[src/rtl/md5_pkg.sv]
// Shared MD5 definitions: state/block types, IV, round constants, shift amounts,
// message-index and round-function helpers, and the 32-bit byte swap.
package md5_pkg;

   typedef struct packed {
      logic [31:0] a;
      logic [31:0] b;
      logic [31:0] c;
      logic [31:0] d;
   } md5_state_t;

   // Element j holds little-endian message word M[j].
   typedef logic [15:0][31:0] md5_block_t;

   typedef enum logic {
      MODE_IDLE,
      MODE_STREAM
   } md5_mode_e;

   localparam int NUM_STEPS = 64;

   localparam logic [31:0] IV_A = 32'h67452301;
   localparam logic [31:0] IV_B = 32'hefcdab89;
   localparam logic [31:0] IV_C = 32'h98badcfe;
   localparam logic [31:0] IV_D = 32'h10325476;

   localparam md5_state_t IV = '{a: IV_A, b: IV_B, c: IV_C, d: IV_D};

   localparam logic [31:0] K_TAB [0:63] = '{
      32'hd76aa478, 32'he8c7b756, 32'h242070db, 32'hc1bdceee,
      32'hf57c0faf, 32'h4787c62a, 32'ha8304613, 32'hfd469501,
      32'h698098d8, 32'h8b44f7af, 32'hffff5bb1, 32'h895cd7be,
      32'h6b901122, 32'hfd987193, 32'ha679438e, 32'h49b40821,
      32'hf61e2562, 32'hc040b340, 32'h265e5a51, 32'he9b6c7aa,
      32'hd62f105d, 32'h02441453, 32'hd8a1e681, 32'he7d3fbc8,
      32'h21e1cde6, 32'hc33707d6, 32'hf4d50d87, 32'h455a14ed,
      32'ha9e3e905, 32'hfcefa3f8, 32'h676f02d9, 32'h8d2a4c8a,
      32'hfffa3942, 32'h8771f681, 32'h6d9d6122, 32'hfde5380c,
      32'ha4beea44, 32'h4bdecfa9, 32'hf6bb4b60, 32'hbebfbc70,
      32'h289b7ec6, 32'heaa127fa, 32'hd4ef3085, 32'h04881d05,
      32'hd9d4d039, 32'he6db99e5, 32'h1fa27cf8, 32'hc4ac5665,
      32'hf4292244, 32'h432aff97, 32'hab9423a7, 32'hfc93a039,
      32'h655b59c3, 32'h8f0ccc92, 32'hffeff47d, 32'h85845dd1,
      32'h6fa87e4f, 32'hfe2ce6e0, 32'ha3014314, 32'h4e0811a1,
      32'hf7537e82, 32'hbd3af235, 32'h2ad7d2bb, 32'heb86d391
   };

   localparam logic [4:0] S_TAB [0:63] = '{
      5'd7, 5'd12, 5'd17, 5'd22, 5'd7, 5'd12, 5'd17, 5'd22,
      5'd7, 5'd12, 5'd17, 5'd22, 5'd7, 5'd12, 5'd17, 5'd22,
      5'd5, 5'd9,  5'd14, 5'd20, 5'd5, 5'd9,  5'd14, 5'd20,
      5'd5, 5'd9,  5'd14, 5'd20, 5'd5, 5'd9,  5'd14, 5'd20,
      5'd4, 5'd11, 5'd16, 5'd23, 5'd4, 5'd11, 5'd16, 5'd23,
      5'd4, 5'd11, 5'd16, 5'd23, 5'd4, 5'd11, 5'd16, 5'd23,
      5'd6, 5'd10, 5'd15, 5'd21, 5'd6, 5'd10, 5'd15, 5'd21,
      5'd6, 5'd10, 5'd15, 5'd21, 5'd6, 5'd10, 5'd15, 5'd21
   };

   function automatic int md5_g(input int step);
      if (step < 16)      return step;
      else if (step < 32) return (5 * step + 1) % 16;
      else if (step < 48) return (3 * step + 5) % 16;
      else                return (7 * step) % 16;
   endfunction

   function automatic logic [31:0] md5_round_fn(input int step, input logic [31:0] b,
                                                input logic [31:0] c, input logic [31:0] d);
      case (step / 16)
         0:       return (b & c) | (~b & d);
         1:       return (d & b) | (~d & c);
         2:       return b ^ c ^ d;
         default: return c ^ (b | ~d);
      endcase
   endfunction

   function automatic logic [31:0] rotl32(input logic [31:0] x, input int unsigned n);
      return (x << n) | (x >> (32 - n));
   endfunction

   function automatic logic [31:0] bswap32(input logic [31:0] x);
      return {x[7:0], x[15:8], x[23:16], x[31:24]};
   endfunction

endpackage

[src/rtl/md5_pipeline_if.sv]
// Block-in / digest-out bundle of the MD5 pipeline; master is the host-side
// packer, slave is the core.
interface md5_pipeline_if;
   logic         i_start;
   logic         last512;
   logic [511:0] i_data;
   logic [127:0] o_data;
   logic         o_fBusy;
   logic         o_fDone;

   modport master (output i_start, last512, i_data, input o_data, o_fBusy, o_fDone);
   modport slave  (input i_start, last512, i_data, output o_data, o_fBusy, o_fDone);
endinterface

[src/rtl/md5_step.sv]
// One registered MD5 step; STEP selects round function, K, shift and message word.
// The block travels alongside the state so every stage is self-contained.
module md5_step
   import md5_pkg::*;
#(
   parameter int STEP = 0
) (
   input  logic       clk,
   input  logic       rst_n,
   input  logic       in_valid,
   input  md5_state_t in_state,
   input  md5_block_t in_block,
   output logic       out_valid,
   output md5_state_t out_state,
   output md5_block_t out_block
);

   localparam logic [31:0] K_I   = K_TAB[6'(STEP)];
   localparam int unsigned SH_I  = int'(S_TAB[6'(STEP)]);
   localparam logic [3:0]  G_IDX = 4'(md5_g(STEP));

   logic [31:0] sum;
   logic [31:0] new_b;

   always_comb begin
      // NOTE: assign every always_comb output unconditionally first so no path
      // leaves a value held over, which would infer a latch.
      sum   = '0;
      new_b = '0;
      sum   = md5_round_fn(STEP, in_state.b, in_state.c, in_state.d)
              + in_state.a + K_I + in_block[G_IDX];
      new_b = in_state.b + rotl32(sum, SH_I);
   end

   // NOTE: registers use non-blocking assignments so every stage samples its
   // neighbour's pre-edge value; blocking here would race between stages.
   always_ff @(posedge clk or negedge rst_n) begin
      if (!rst_n) out_valid <= 1'b0;
      else        out_valid <= in_valid;
   end

   // NOTE: wide datapath registers are deliberately left out of reset; the
   // valid bit alone decides whether their contents mean anything.
   always_ff @(posedge clk) begin
      if (in_valid) begin
         out_state <= '{a: in_state.d, b: new_b, c: in_state.b, d: in_state.c};
         out_block <= in_block;
      end
   end

endmodule

[src/rtl/md5_pipeline.sv]
// Fully pipelined single-block MD5 core: one block in and one digest out per clock.
// Optional macro MD5_OUT_REG_EN registers the digest (latency 65 instead of 64).
module md5_pipeline
   import md5_pkg::*;
(
   input  logic         i_clk,
   input  logic         i_reset,
   md5_pipeline_if.slave bus
);

   md5_mode_e  mode;
   logic       accept;
   logic       s0_valid;
   md5_block_t s0_block;
   md5_block_t msg_words;
   logic       any_valid;
   logic [127:0] digest;

   logic       stage_valid [0:NUM_STEPS];
   md5_state_t stage_state [0:NUM_STEPS];
   md5_block_t stage_block [0:NUM_STEPS];

   // i_start only matters in IDLE; in STREAM every edge takes a block.
   assign accept = bus.i_start | (mode == MODE_STREAM);

   always_comb begin
      msg_words = '0;
      for (int j = 0; j < 16; j++) begin
         msg_words[j] = bswap32(bus.i_data[511 - 32 * j -: 32]);
      end
   end

   always_ff @(posedge i_clk or negedge i_reset) begin
      if (!i_reset) begin
         mode     <= MODE_IDLE;
         s0_valid <= 1'b0;
      end else begin
         s0_valid <= accept;
         case (mode)
            MODE_IDLE:   if (bus.i_start && !bus.last512) mode <= MODE_STREAM;
            MODE_STREAM: if (bus.last512) mode <= MODE_IDLE;
            default:     mode <= MODE_IDLE;
         endcase
      end
   end

   always_ff @(posedge i_clk) begin
      if (accept) s0_block <= msg_words;
   end

   // Every block is an independent message, so stage 0 always starts from IV.
   assign stage_valid[0] = s0_valid;
   assign stage_state[0] = IV;
   assign stage_block[0] = s0_block;

   for (genvar i = 0; i < NUM_STEPS; i++) begin : g_step
      md5_step #(.STEP(i)) u_step (
         .clk       (i_clk),
         .rst_n     (i_reset),
         .in_valid  (stage_valid[i]),
         .in_state  (stage_state[i]),
         .in_block  (stage_block[i]),
         .out_valid (stage_valid[i+1]),
         .out_state (stage_state[i+1]),
         .out_block (stage_block[i+1])
      );
   end

   always_comb begin
      any_valid = 1'b0;
      for (int i = 0; i <= NUM_STEPS; i++) any_valid = any_valid | stage_valid[i];
   end

   always_comb begin
      digest = {bswap32(IV_A + stage_state[NUM_STEPS].a),
                bswap32(IV_B + stage_state[NUM_STEPS].b),
                bswap32(IV_C + stage_state[NUM_STEPS].c),
                bswap32(IV_D + stage_state[NUM_STEPS].d)};
   end

`ifdef MD5_OUT_REG_EN
   logic [127:0] out_data;
   logic         out_valid;

   always_ff @(posedge i_clk or negedge i_reset) begin
      if (!i_reset) begin
         out_data  <= '0;
         out_valid <= 1'b0;
      end else begin
         out_valid <= stage_valid[NUM_STEPS];
         out_data  <= stage_valid[NUM_STEPS] ? digest : '0;
      end
   end

   assign bus.o_data  = out_data;
   assign bus.o_fDone = out_valid;
   assign bus.o_fBusy = (mode == MODE_STREAM) | any_valid | out_valid;
`else
   assign bus.o_data  = stage_valid[NUM_STEPS] ? digest : '0;
   assign bus.o_fDone = stage_valid[NUM_STEPS];
   assign bus.o_fBusy = (mode == MODE_STREAM) | any_valid;
`endif

endmodule

[src/flat_wrapper.sv]
// flat-port wrapper written by rule: the top's interface ports become plain ports
module md5_pipeline_flat import md5_pkg::*;
  (i_clk, i_reset, bus_i_start, bus_last512, bus_i_data, bus_o_data, bus_o_fBusy, bus_o_fDone);
  md5_pipeline_if bus_i ();
  input  logic i_clk;
  input  logic i_reset;
  input wire logic [$bits(bus_i.i_start)-1:0] bus_i_start;
  input wire logic [$bits(bus_i.last512)-1:0] bus_last512;
  input wire logic [$bits(bus_i.i_data)-1:0] bus_i_data;
  output wire logic [$bits(bus_i.o_data)-1:0] bus_o_data;
  output wire logic [$bits(bus_i.o_fBusy)-1:0] bus_o_fBusy;
  output wire logic [$bits(bus_i.o_fDone)-1:0] bus_o_fDone;
  assign bus_i.i_start = bus_i_start;
  assign bus_i.last512 = bus_last512;
  assign bus_i.i_data = bus_i_data;
  assign bus_o_data = bus_i.o_data;
  assign bus_o_fBusy = bus_i.o_fBusy;
  assign bus_o_fDone = bus_i.o_fDone;
  md5_pipeline u_core (.i_clk(i_clk), .i_reset(i_reset), .bus(bus_i));
endmodule
[config.mk]
export PLATFORM = sky130hd
export DESIGN_NAME = md5_pipeline_flat
export DESIGN_NICKNAME = d
export VERILOG_FILES = /design/src/rtl/md5_pkg.sv /design/src/rtl/md5_pipeline_if.sv /design/src/rtl/md5_step.sv /design/src/rtl/md5_pipeline.sv /design/src/flat_wrapper.sv
export SDC_FILE = /design/constraint.sdc
export NUM_CORES = 1
export LEC_CHECK = 0
export CAP_MARGIN = 10
export CELL_PAD_IN_SITES_DETAIL_PLACEMENT = 0
export CELL_PAD_IN_SITES_GLOBAL_PLACEMENT = 1
export CORE_AREA = 5 5 251 253
export DETAILED_ROUTE_END_ITERATION = 7
export DIE_AREA = 0 0 256 258
export PLACE_DENSITY_LB_ADDON = 0.1
export SYNTH_ARGS = -nofsm -noshare
export SYNTH_HDL_FRONTEND = slang
export SYNTH_SLANG_ARGS = --single-unit
export TNS_END_PERCENT = 100
[constraint.sdc]
create_clock -name i_clk -period 2.8 [get_ports i_clk]
set_input_delay 0.84 -clock i_clk [delete_from_list [all_inputs] [get_ports i_clk]]
set_output_delay 0.84 -clock i_clk [all_outputs]
set_load 0.005 [all_outputs]
# Word level (Yosys, flattened, before mapping)
# Index checks and enable logic that the tools add are counted.
[totals] output_inout_bits=130 wordCells=139 register_bits=66 input_bits=516
[op_classes] bitwise=67 n_reduce_logical=2 mux=4
[ops] cell="two-way mux 128 bit" count=1
[ops] cell="bitwise OR 1 bit" count=66
[ops] cell="two-way mux 1 bit" count=2
[ops] cell="case mux 1 bit (2 select lines)" count=1
[ops] cell="logical AND 1 bit" count=1
[ops] cell="logical NOT 1 bit" count=1
[ops] cell="inverter 1 bit" count=1

# Longest topological paths before layout
[logic_depth] word_depth=65 mapped_depth=4 mapped_depth_nobuf=4

# By module
# Synthesis repeated with hierarchy kept, for this count alone.
[unflattened] hier_cells=62997 hier_area_um2=1386865.1
[by_module_without_submodules] module="md5_step at u_core.g_step[32].u_step ..." instances=32 area_per_inst_um2=18526.5 cells_each=642 seq_area_each_um2=18282.5
[by_module_without_submodules] module="md5_step at u_core.g_step[26].u_step" instances=1 area_per_inst_um2=24715.0 cells_each=1381 seq_area_each_um2=19243.5
[by_module_without_submodules] module="md5_step at u_core.g_step[1].u_step" instances=1 area_per_inst_um2=24649.9 cells_each=1345 seq_area_each_um2=19243.5
[by_module_without_submodules] module="md5_step at u_core.g_step[7].u_step" instances=1 area_per_inst_um2=24569.8 cells_each=1349 seq_area_each_um2=19243.5
[by_module_without_submodules] module="md5_step at u_core.g_step[2].u_step" instances=1 area_per_inst_um2=24472.2 cells_each=1331 seq_area_each_um2=19243.5
[by_module_without_submodules] module="md5_step at u_core.g_step[10].u_step" instances=1 area_per_inst_um2=24471.0 cells_each=1355 seq_area_each_um2=19243.5
[by_module_without_submodules] module="md5_step at u_core.g_step[6].u_step" instances=1 area_per_inst_um2=24405.9 cells_each=1296 seq_area_each_um2=19243.5
[by_module_without_submodules] module="md5_step at u_core.g_step[22].u_step" instances=1 area_per_inst_um2=24398.4 cells_each=1329 seq_area_each_um2=19243.5
[by_module_without_submodules] module="md5_step at u_core.g_step[9].u_step" instances=1 area_per_inst_um2=24390.9 cells_each=1331 seq_area_each_um2=19243.5
[by_module_without_submodules] module="md5_step at u_core.g_step[24].u_step" instances=1 area_per_inst_um2=24353.4 cells_each=1328 seq_area_each_um2=19243.5
[by_module_without_submodules] module="md5_step at u_core.g_step[18].u_step" instances=1 area_per_inst_um2=24338.3 cells_each=1294 seq_area_each_um2=19243.5
[by_module_without_submodules] module="md5_step at u_core.g_step[31].u_step" instances=1 area_per_inst_um2=24273.3 cells_each=1300 seq_area_each_um2=19243.5
[by_module_without_submodules] module="md5_step at u_core.g_step[19].u_step" instances=1 area_per_inst_um2=24269.5 cells_each=1318 seq_area_each_um2=19243.5
[by_module_without_submodules] module="md5_step at u_core.g_step[28].u_step" instances=1 area_per_inst_um2=24252.0 cells_each=1298 seq_area_each_um2=19243.5
[by_module_without_submodules] module="20 more rows"

# Worst setup path before layout
# No wires, ideal clock.
[synth_timing] kind="register -> output" from="register u_core.g_step[25].u_step.out_valid" to="output port bus_o_fBusy" arrival_ns=1.096 stages_incl_launch_ff=5 required_time_ns=1.960 n_path_buf=0 setup_slack_ns=0.864 path_cell_list="dfrtp_1 > nor4_1 > nand4_1 > nor4_1 > nand4_1"
[synth_between] elab_chain_len=40
[synth_lines] item="start: declaration" line="md5_step.sv:13" rtl="output logic out_valid,"
[synth_lines] item="start signal: assignment" line="md5_step.sv:39" rtl="else out_valid <= in_valid;"
[synth_lines] item="bitwise OR 1 bit (39 in a row)" line="md5_pipeline.sv:71" rtl="for (int i = 0; i <= NUM_STEPS; i++) any_valid = any_valid | stage_valid[i];"
[synth_lines] item="bitwise OR 1 bit" line="md5_pipeline.sv:101" rtl="assign bus.o_fBusy = (mode == MODE_STREAM) | any_valid;"
[synth_lines] item="end: declaration" line="flat_wrapper.sv:11" rtl="output wire logic [$bits(bus_i.o_fBusy)-1:0] bus_o_fBusy;"
# No other way between the ends.

# Worst setup path after layout
[layout_timing] from="register u_core.g_step[22].u_step.out_valid" to="output port bus_o_fBusy"
[layout_between] elab_chain_len=43
[layout_lines] item="start: declaration" line="md5_step.sv:13"
[layout_lines] item="start signal: assignment" line="md5_step.sv:39"
[layout_lines] item="bitwise OR 1 bit (42 in a row)" line="md5_pipeline.sv:71"
[layout_lines] item="bitwise OR 1 bit" line="md5_pipeline.sv:101"
# No other way between the ends.

==> results.yml <==
setup_path:
  critPathMaxFanout: 2
  worstPathArrival_ps: 2060
  crit_required_ps: 1960
  r2r_cells: 2
  end_kind: "output pin"
  worst_setup_path_start_kind: "flop"
  timing.setup.critical_path_class: "flop to output pin"
global_routing:
  grt_pass1_vias: 1383
  antenna_found_initial: 0
  grt_max_degree: 67
  grt_pass1_wl_um: 8320
  grtUsageTotal: 0.0168
  overflow: 0
clock_network:
  cts_tree: "built"
  post_cts_buffers: 0
  cts_max_level: 3
  insertion_delay_ps: 330
  cts_buffers: 9
  cts.sink_count: 66
  cts.clk_slew.worst_paths_ps: 60
  clockBufferDepth: 2
  clockRootBuffer: "clkbuf_16"
yosys:
  muxShareOfSynthArea: 0
  ys.warnings.count: 0
  synthXorXnorAreaFrac: 0
  synthSimpleGateAreaFrac: 0.0547
  synthAdderAreaFrac: 0
  ys_seq_elements: 66
  synthCells: 220
  syn_avg_cell_area_um2: 12.6
  seq_area_frac_synth: 0.597
  syn_area_mm2: 0.00277
  yosysUniqueCellTypes: 9
  synth_compound_area_frac: 0
  synth_top_family_by_area: "buffers and inverters"
final_layout:
  post-route-util: 0.0630
  multi_input_area_um2: 672
  final-seq-area_mm2: 0.00165
  fin_nets: 775
  final_area_mm2: 0.00383
  n_fill_cell: 7198
  syn_to_final_growth_pct: 38.3
  antenna_cells: 0
  layout-drive-gt1-share: 0.174
floorplanning:
  core_area_mm2: 0.0608
  die-area_mm2: 0.0660
  start_util: 0.0455
  die_h_um: 258
  num_rows: 91
  io_pins: 646
  die_w_um: 256
status:
  violations: "setup timing"
  status: "finished, violations left"
detailed_routing:
  drtIter0Drc: 37
  ant_nets: 0
  drt_pass1_iterations: 3
  wl_per_cell_um: 5.36
  via_count: 1234
  drt-vias-per-instance: 1.17
  wl_um: 5650
  drc_errors: 0
sta:
  fmax_mhz: 345
  drv_slew: 0
  skew_ps: 4.74
  setup-violations-final: 1
  fin_crit_ps: 2900
  post-route-period-util: 1.04
  fin_ws_ps: -100
  fin_setup_tns_ps: -100
  rsz0062_at_grt: "yes"
  finalHoldViolations: 0
placement:
  postPlaceCellArea_mm2: 0.00351
  place_congestion: 0.588
  io_buffers: 5
  dpl.hpwl_um: 4010
pwr:
  power.density_mw_per_mm2: 574
  peakVddDrop_mv: 0.241
  leakage_nw: 1.48
  p_total_w: 0.00220
worst_hold_path:
  hold_path_class: "flop to flop"
  holdPathStages: 0
job:
  maxCapViolCount: 0
[stage by stage]
step | std cells | setup WS, ps | hold slack, ps
3_5_place_dp | 1038 | -274 | 359
3_3_place_gp | 1038 | -279 | 359
4_1_cts | 1054 | -228 | 372
2_1_floorplan | 347 | 864 | 354
5_1_grt | 1054 | -279 | 378
6_report | 1054 | -100 | 367
[critical path, cell delays in order, from the launching register on]
cell     delay [ps]
dfrtp_1         400
nor4_4          280
nand4_1         220
nor4_2          360
buf_4           160
nand4_1         120
buf_2           170
[cells in the final DEF (no fill, tap or decap)]
cell	count
buf_2	2
nor4_1	12
clkbuf_1	2
nor2_1	1
nand2_1	1
clkdlybuf4s50_1	3
buf_12	1
nand4_1	4
nor4_4	1
clkbuf_8	3
conb_1	128
dfrtp_1	66
clkinv_2	2
clkbuf_16	9
buf_4	23
nor4_2	4
nor2b_1	1
or2_2	1
[cell usage after synthesis]
master / number / area (um^2)
nor2b_1: 1 / 6.26
nand2_1: 1 / 3.75
nor4_1: 17 / 106
dfrtp_1: 66 / 1650
or2_2: 1 / 6.26
buf_4: 128 / 961
conb_1: 1 / 3.75
nand4_1: 4 / 25.0
nor2_1: 1 / 3.75
[final timing paths]
kind	slack (ps)	startpoint	end
max	-100	u_core.g_step[22].u_step.out_valid$_DFF_PN0_	bus_o_fBusy
min reg2reg	370	u_core.g_step[34].u_step.out_valid$_DFF_PN0_	u_core.g_step[35].u_step.out_valid$_DFF_PN0_
max reg2reg	1860	u_core.mode$_DFF_PN0_	u_core.mode$_DFF_PN0_
min	370	u_core.g_step[34].u_step.out_valid$_DFF_PN0_	u_core.g_step[35].u_step.out_valid$_DFF_PN0_
max in group asynchronous	1980	i_reset	u_core.g_step[63].u_step.out_valid$_DFF_PN0_
min in group asynchronous	540	i_reset	u_core.g_step[8].u_step.out_valid$_DFF_PN0_
[repair_timing]
item,CTS,global route
endpoints found under the setup margin,1,1
hold buffers,0,0
gates resized for setup,7,3
pin swaps,3,2
gates cloned,0,0
[routing by layer]
layer  wire length, um  vias up  global-route usage
li1                  -      534                   -
met1              2110      634              0.0178
met2              3020       60              0.0274
met3               445        6              0.0104
met4                66        0             0.00585
met5                 0        -                   0
[power by group]
| part | switching [W] | internal (W) |
|---|---|---|
| clock | 0.000394 | 0.000669 |
| combinational | 0.0000733 | 0.0000256 |
| sequential | 0.0000320 | 0.00100 |
| total | 0.000499 | 0.00170 |
[state kept, by name, indices dropped and copies added, names as in the netlist]
signal	flops
u_core.s0_valid	1
u_core.mode	1
u_core.g_step.u_step.out_valid	64
[cell families after synthesis]
logic type	Yosys count
AND/OR/NAND/NOR	25
buffers and inverters	128
flip-flops	66
other	1
[layout make-up]
type,instances,share of cell area
sequential,66,0.431
tap,790,0.258
multi-input combinational,153,0.175
clock buffer,14,0.0716
timing repair buffer,29,0.0608
clock inverter,2,0.00261
No activity file was read; power rests on OpenSTA's default activity.
